[src/rtl/sd_read.sv]
// sd_read: SPI-mode SD card single-block read engine. Sends CMD17, checks R1,
// waits for the 0xFE start token, then streams the sector out as 16-bit words.
module sd_read #(
  parameter int unsigned DATA_NUM      = 256,
  parameter int unsigned ACK_TIMEOUT   = 64,
  parameter int unsigned CMD_RETRY     = 8,
  parameter int unsigned TOKEN_TIMEOUT = 20000
) (
  input  logic        sys_clk,
  input  logic        sys_rst,
  input  logic        miso,
  input  logic        rd_en,
  input  logic [31:0] rd_addr,
  output logic        cs_n,
  output logic        mosi,
  output logic        rd_busy,
  output logic [15:0] rd_data,
  output logic        rd_data_en,
  output logic        rd_err
);

  localparam int unsigned ACK_W = $clog2(ACK_TIMEOUT + 1);
  localparam int unsigned RTY_W = $clog2(CMD_RETRY + 1);
  localparam int unsigned TOK_W = $clog2(TOKEN_TIMEOUT + 1);
  localparam int unsigned WRD_W = ($clog2(DATA_NUM + 1) > 9) ? $clog2(DATA_NUM + 1) : 9;
  localparam logic [7:0]  CMD17 = 8'h51;

  typedef enum logic [2:0] {
    IDLE,
    SEND_CMD17,
    CMD17_ACK,
    RD_WAIT,
    RD_DATA,
    RD_END
  } state_t;

  state_t             state_q, state_d;
  logic [31:0]        addr_q, addr_d;
  logic [47:0]        cmd_sh_q, cmd_sh_d;
  logic [5:0]         cmd_cnt_q, cmd_cnt_d;
  logic [RTY_W-1:0]   retry_q, retry_d;
  logic [ACK_W-1:0]   ack_cnt_q, ack_cnt_d;
  logic               r1_on_q, r1_on_d;
  logic [6:0]         r1_sh_q, r1_sh_d;
  logic [2:0]         r1_cnt_q, r1_cnt_d;
  logic [TOK_W-1:0]   tok_cnt_q, tok_cnt_d;
  logic [3:0]         bit_cnt_q, bit_cnt_d;
  logic [WRD_W-1:0]   word_cnt_q, word_cnt_d;
  logic [2:0]         end_cnt_q, end_cnt_d;
  logic [14:0]        sh_q, sh_d;
  logic               cs_n_q, cs_n_d;
  logic               mosi_q, mosi_d;
  logic [15:0]        data_q, data_d;
  logic               data_en_q, data_en_d;
  logic               err_q, err_d;
  logic               retry_fail;

  always_comb begin
    state_d    = state_q;
    addr_d     = addr_q;
    cmd_sh_d   = cmd_sh_q;
    retry_d    = retry_q;
    r1_sh_d    = r1_sh_q;
    sh_d       = sh_q;
    cs_n_d     = cs_n_q;
    data_d     = data_q;
    // Counters default to zero so every state exit clears them.
    cmd_cnt_d  = '0;
    ack_cnt_d  = '0;
    r1_on_d    = 1'b0;
    r1_cnt_d   = '0;
    tok_cnt_d  = '0;
    bit_cnt_d  = '0;
    word_cnt_d = '0;
    end_cnt_d  = '0;
    mosi_d     = 1'b1;
    data_en_d  = 1'b0;
    err_d      = 1'b0;
    retry_fail = 1'b0;

    case (state_q)
      IDLE: begin
        if (rd_en) begin
          addr_d   = rd_addr;
          retry_d  = RTY_W'(1);
          cmd_sh_d = {CMD17, rd_addr, 8'hFF};
          cs_n_d   = 1'b0;
          state_d  = SEND_CMD17;
        end
      end

      SEND_CMD17: begin
        mosi_d    = cmd_sh_q[47];
        cmd_sh_d  = {cmd_sh_q[46:0], 1'b1};
        cmd_cnt_d = cmd_cnt_q + 6'd1;
        if (cmd_cnt_q == 6'd47) begin
          state_d = CMD17_ACK;
        end
      end

      CMD17_ACK: begin
        if (!r1_on_q) begin
          ack_cnt_d = ack_cnt_q + ACK_W'(1);
          if (!miso) begin
            // First 0 is R1 bit 7; r1_sh keeps the bits seen so far, LSB newest.
            r1_on_d   = 1'b1;
            r1_sh_d   = '0;
            r1_cnt_d  = 3'd1;
            ack_cnt_d = '0;
          end else if (ack_cnt_q == ACK_W'(ACK_TIMEOUT - 1)) begin
            retry_fail = 1'b1;
          end
        end else begin
          r1_on_d  = 1'b1;
          r1_sh_d  = {r1_sh_q[5:0], miso};
          r1_cnt_d = r1_cnt_q + 3'd1;
          if (r1_cnt_q == 3'd7) begin
            r1_on_d = 1'b0;
            if ({r1_sh_q, miso} == 8'h00) begin
              state_d = RD_WAIT;
            end else begin
              retry_fail = 1'b1;
            end
          end
        end
      end

      RD_WAIT: begin
        if (!miso) begin
          state_d = RD_DATA;
        end else if (tok_cnt_q == TOK_W'(TOKEN_TIMEOUT - 1)) begin
          err_d   = 1'b1;
          state_d = RD_END;
        end else begin
          tok_cnt_d = tok_cnt_q + TOK_W'(1);
        end
      end

      RD_DATA: begin
        sh_d       = {sh_q[13:0], miso};
        bit_cnt_d  = bit_cnt_q + 4'd1;
        word_cnt_d = word_cnt_q;
        if (bit_cnt_q == 4'hF) begin
          // Once all data words are out, the next 16 bits are CRC and are dropped.
          if (word_cnt_q == WRD_W'(DATA_NUM)) begin
            state_d = RD_END;
          end else begin
            data_d     = {sh_q, miso};
            data_en_d  = 1'b1;
            word_cnt_d = word_cnt_q + WRD_W'(1);
          end
        end
      end

      RD_END: begin
        end_cnt_d = end_cnt_q + 3'd1;
        if (end_cnt_q == 3'd7) begin
          cs_n_d  = 1'b1;
          state_d = IDLE;
        end
      end

      default: begin
        cs_n_d  = 1'b1;
        state_d = IDLE;
      end
    endcase

    if (retry_fail) begin
      if (retry_q < RTY_W'(CMD_RETRY)) begin
        retry_d  = retry_q + RTY_W'(1);
        cmd_sh_d = {CMD17, addr_q, 8'hFF};
        state_d  = SEND_CMD17;
      end else begin
        err_d   = 1'b1;
        state_d = RD_END;
      end
    end
  end

  always_ff @(posedge sys_clk) begin
    if (sys_rst) begin
      state_q    <= IDLE;
      addr_q     <= '0;
      cmd_sh_q   <= '1;
      cmd_cnt_q  <= '0;
      retry_q    <= '0;
      ack_cnt_q  <= '0;
      r1_on_q    <= 1'b0;
      r1_sh_q    <= '0;
      r1_cnt_q   <= '0;
      tok_cnt_q  <= '0;
      bit_cnt_q  <= '0;
      word_cnt_q <= '0;
      end_cnt_q  <= '0;
      sh_q       <= '0;
      cs_n_q     <= 1'b1;
      mosi_q     <= 1'b1;
      data_q     <= '0;
      data_en_q  <= 1'b0;
      err_q      <= 1'b0;
    end else begin
      state_q    <= state_d;
      addr_q     <= addr_d;
      cmd_sh_q   <= cmd_sh_d;
      cmd_cnt_q  <= cmd_cnt_d;
      retry_q    <= retry_d;
      ack_cnt_q  <= ack_cnt_d;
      r1_on_q    <= r1_on_d;
      r1_sh_q    <= r1_sh_d;
      r1_cnt_q   <= r1_cnt_d;
      tok_cnt_q  <= tok_cnt_d;
      bit_cnt_q  <= bit_cnt_d;
      word_cnt_q <= word_cnt_d;
      end_cnt_q  <= end_cnt_d;
      sh_q       <= sh_d;
      cs_n_q     <= cs_n_d;
      mosi_q     <= mosi_d;
      data_q     <= data_d;
      data_en_q  <= data_en_d;
      err_q      <= err_d;
    end
  end

  assign cs_n       = cs_n_q;
  assign mosi       = mosi_q;
  assign rd_busy    = (state_q != IDLE);
  assign rd_data    = data_q;
  assign rd_data_en = data_en_q;
  assign rd_err     = err_q;

endmodule

[config.mk]
export PLATFORM = sky130hd
export DESIGN_NAME = sd_read
export DESIGN_NICKNAME = d
export VERILOG_FILES = /design/src/rtl/sd_read.sv
export SDC_FILE = /design/constraint.sdc
export NUM_CORES = 1
export LEC_CHECK = 0
export BUFFER_PORTS_ARGS = -buffer_cell sky130_fd_sc_hd__buf_2
export CAP_MARGIN = 20
export CORE_MARGIN = 2
export CORE_UTILIZATION = 30
export DETAILED_ROUTE_END_ITERATION = 16
export PLACE_DENSITY = 0.48
export SYNTH_ARGS = -nofsm -noshare
export SYNTH_HDL_FRONTEND = slang
export SYNTH_SLANG_ARGS = --single-unit
[constraint.sdc]
create_clock -name sys_clk -period 6.4 [get_ports sys_clk]
set_clock_uncertainty 0.1 [all_clocks]
set_input_delay 1.28 -clock sys_clk [delete_from_list [all_inputs] [get_ports sys_clk]]
set_output_delay 1.28 -clock sys_clk [all_outputs]
set_load 0.01 [all_outputs]
-- Yosys cells after proc, flatten, opt, wreduce, memory -nomap -nowiden
Index checks and enable logic that the tools add are counted.
W data, S select, Z words.
- input bits: 36
- register bits: 177
- output and inout bits: 21
- add/subtract/negate cells: 8
- equality and inequality tests: 24
- bitwise operators: 9
- magnitude comparators: 1
- multiplexer cells: 43
- reductions and logical operators: 17
- operators by type and width (kind ; number):
    $mux W48 ; 3
    $pmux W48 S2 ; 1
    $mux W3 ; 13
    $ne A3 B3 Y1 const B ; 8
    $mux W1 ; 18
    $pmux W3 S6 ; 1
    $mux W4 ; 4
    $add A15 B1 Y15 const B ; 1
    $eq A15 B15 Y1 const B ; 1
    $mux W7 ; 2
    $eq A3 B3 Y1 const B ; 4
    $reduce_or A4 Y1 ; 3
    $add A9 B1 Y9 const B ; 1
    $eq A9 B9 Y1 const B ; 1
    $not A1 Y1 ; 9
    $reduce_and A9 Y1 ; 1
    $add A4 B1 Y4 const B ; 2
    $logic_not A8 Y1 ; 1
    $reduce_or A2 Y1 ; 4
    $add A7 B1 Y7 const B ; 1
    $eq A7 B6 Y1 const B ; 1
    $add A3 B1 Y3 const B ; 2
    $add A6 B1 Y6 const B ; 1
    $eq A3 B2 Y1 const B ; 2
    other kinds (13) ; 17

-- Longest topological paths before layout
- word-level depth: 7
- gate-level depth with buffers: 9
- depth with buffers taken out: 7

-- Worst setup path before layout
OpenSTA, ideal clock, no wires.
- path kind: input to register
- start point: input port miso
- end point: register cmd_sh_q[10]
- setup slack: 3.558 ns
- arrival time: 2.612 ns
- stages: 6
- buffers on the path: 1
- required time: 6.169 ns
- path through: nand2b_1 -> or4_4 -> a211oi_4 -> nand2_2 -> buf_6 -> a2bb2oi_1
- longest elaborated chain between the ends: 6
- RTL lines (what ; line ; source):
    start: declaration ; 11 ; input logic miso,
    $logic_not A8 Y1 ; 119 ; if ({r1_sh_q, miso} == 8'h00) begin
    $mux W1 ; 119 ;
    $mux W1 ; 117 ; if (r1_cnt_q == 3'd7) begin
    $mux W1 (*) ; 102 ; if (!r1_on_q) begin
    $mux W1 (*) ; 81 ; case (state_q)
    $mux W48 (*) ; 169 ; if (retry_fail) begin
    end signal: assignment ; 205 ; cmd_sh_q <= cmd_sh_d;
    end: declaration ; 39 ; logic [47:0] cmd_sh_q, cmd_sh_d;
Mark *: on every way between the ends. The rest lies on a longest branch, timed or not.
A chain may end at the register's enable or synchronous reset.

-- Worst setup path after layout
- start point: input port miso
- end point: register cmd_sh_q[39]
The elaborated chain is that of the path after synthesis.

==> run metrics <==
TNS Setup=0 ns; achievable frequency=about 300 MHz; top_reg_cell synth=dfxtp_1; worst path arrival time=3.52 ns; total grt overflow=0; CP max-delay cell=a211oi_4; ys async rst share=0%; DRT iter0 DRCs=373; Fin. Hold Viols=0; # resized after CTS=0; drt drc=0; flops & latches, synth=177; Net Count, Synth=800; Post-Syn Instances=753; Critical Path RT=between 6 and 7 ns; die area=24,300 um2; nets@finish=829; Bufs and invs on worst path=1; Placer Congestion=~0.7; Leakage Power=~0.003 uW; Max VDD drop=about 0.00017 V; first-pass GRT wire length=25,200 um; status=finished clean; die extent in y=156 um; max cap viols=0; HP Class=reg2reg; H-tree depth=4; syn avg cell area=between 9 and 10 um2; PD cells=around 380 nW/um2; YS warnings=0; setup repair bufs after CTS=0; share of cells above drive strength 1=13.6%; Max transition margin=34.9%; Site Rows=55; ant diodes=0; Setup Viol. Count Final=0; hold_ws=0.332 ns; IO Port Bufs=56; CTS tree=built; via count=around 5,300; register area share after synthesis=approximately 51%; Final Slew Violations=0; final wirelength=15,000 um; remaining antenna violation count=0; Crit Path Max Fanout=32; CP Class=in2reg; Post-synth EDFFs=0; Max Buffers Root-to-Sink=2; worst path cell trace=buf_2, nand2b_1, or4_4, a211oi_4, nand2_2, a2bb2oi_1; CTS clk-pin slew, worst paths=approximately 0.07 ns; CP Capture Type=register; largest net degree at the start of global routing=68; vias in the first global route=5,121; IO Count=57; CP top delay family=simple AND/OR/NAND/NOR gates; initial core utilization=30.6%; most common cell after layout, fill and taps aside=dfxtp_1; Root Buffer=clkbuf_16; most frequent cells in the layout=dfxtp_1 (177), nand2_1 (139), nor2_1 (66), a21oi_1 (60), buf_2 (56); worst skew pair latency=0.43 ns; Max stage delay on crit path=0.57 ns; GRT Resource Usage Total=12.7%; Distinct cells, synth=56; antenna violations before repair=0; Final period util=52.0%; final worst path period need=3.33 ns; die width=about 160 um; wire length per cell=13.9 um; number of buffers created by CTS=17; Tightest Pin Transition=0.977 ns; Pre-Repair DR Iteration Count=5; routed vias/inst=~4.9; Layout Utilization=35.4%; Post-CTS Hold Buffers=0; Post-Syn Area=~6900 um2; Startpoint Class=primary input; placed wire-length estimate=9200 um; Power Total=3060 uW; RSZ-0062 raised after global routing=no; Core ar.=around 23,000 um2; Syn-to-layout area delta=15.6%; clk sink count=around 180
## through the flow
step | cells | cell area, um2 | worst slack, ns
2_1_floorplan | 753 | 6930 | 3.56
3_3_place_gp | 1047 | 7350 | 2.69
3_5_place_dp | 1047 | 7350 | 2.60
4_1_cts | 1079 | 7980 | 3.06
5_1_grt | 1080 | 8000 | 2.86
6_report | 1080 | 8000 | 3.07
## cell families (layout without fill, tap and decap cells)
| family | count (synthesis) | count (layout) | synth area share (%) |
|---|---|---|---|
| fa+ha+maj | 11 | 11 | 1.99 |
| compound gates | 168 | 168 | 17.8 |
| buf+inv | 62 | 104 | 4.37 |
| flops | 177 | 177 | 51.2 |
| simple gates | 292 | 292 | 19.0 |
| xor+xnor | 27 | 27 | 3.41 |
| mux | 16 | 16 | 2.31 |
## registers in the layout (all words and copies together) (netlist names)
signal and flops:
rd_data 16, r1_cnt_q 3, tok_cnt_q 15, r1_on_q 1, rd_err 1, r1_sh_q 7
sh_q 15, retry_q 4, ack_cnt_q 7, rd_data_en 1, mosi 1, cmd_cnt_q 6
addr_q 32, cmd_sh_q 48, word_cnt_q 9, state_q 3, end_cnt_q 3, cs_n 1
bit_cnt_q 4
## final timing paths
path | startpoint | endpoint | slack, ns | cells past startpoint
setup reg to reg | ack_cnt_q[0] | cmd_sh_q[39] | 3.55 | 6
setup / recovery | miso | cmd_sh_q[39] | 3.07 | 6
hold / removal | end_cnt_q[0] | end_cnt_q[0] | 0.33 | 1
hold reg to reg | end_cnt_q[0] | end_cnt_q[0] | 0.33 | 1
## synthesized netlist by cell type (all sizes together) (2+ instances only)
library cell,instances,share of area (%)
clkbuf,36,2.0
a221o,2,0.29
ha,11,2.0
nor2b,3,0.27
or3,9,0.83
inv,9,0.49
a211oi,3,0.58
or4,2,0.27
a21oi,60,4.3
o21ai,13,0.94
a222oi,32,4.6
xnor2,11,1.4
buf,17,1.9
nand4,5,0.45
xor2,16,2.0
a2bb2oi,32,4.0
nor2,68,3.7
nand2,140,7.6
nor3b,3,0.40
nand2b,3,0.27
a21o,2,0.23
and3,13,1.2
nor3,11,0.87
nand3,19,1.4
nor4,2,0.18
o31ai,3,0.33
a22oi,12,1.3
and4,2,0.25
and2,5,0.45
nand3b,3,0.33
mux2i,16,2.3
dfxtp,177,51
## cell type report
type                       count  area, um2
clock inverter                15        206
inverter                       9       33.8
tap                          285        357
multi-input combinational    514       3090
fill                        2352      14600
timing repair buffer          63        345
sequential                   177       3540
clock buffer                  17        425
## metal layers
layer / track usage (%) / wire [um]
met5: 0 / 0
met4: 3.15 / 172
met3: 3.28 / 573
met2: 20.6 / 6830
met1: 16.9 / 7400
## worst reg2reg max path, delay by kind of cell, from the launching register on
family          cells  cell delay (ns)
simple gates        3             1.22
compound gates      2             0.86
flops               1             0.35
fa+ha+maj           1             0.19
## where the power goes
group          switching [uW]  internal, uW
clock network             455           660
logic                     329           240
registers                 107          1270
Note: power is estimated with default switching activity, not from simulation.
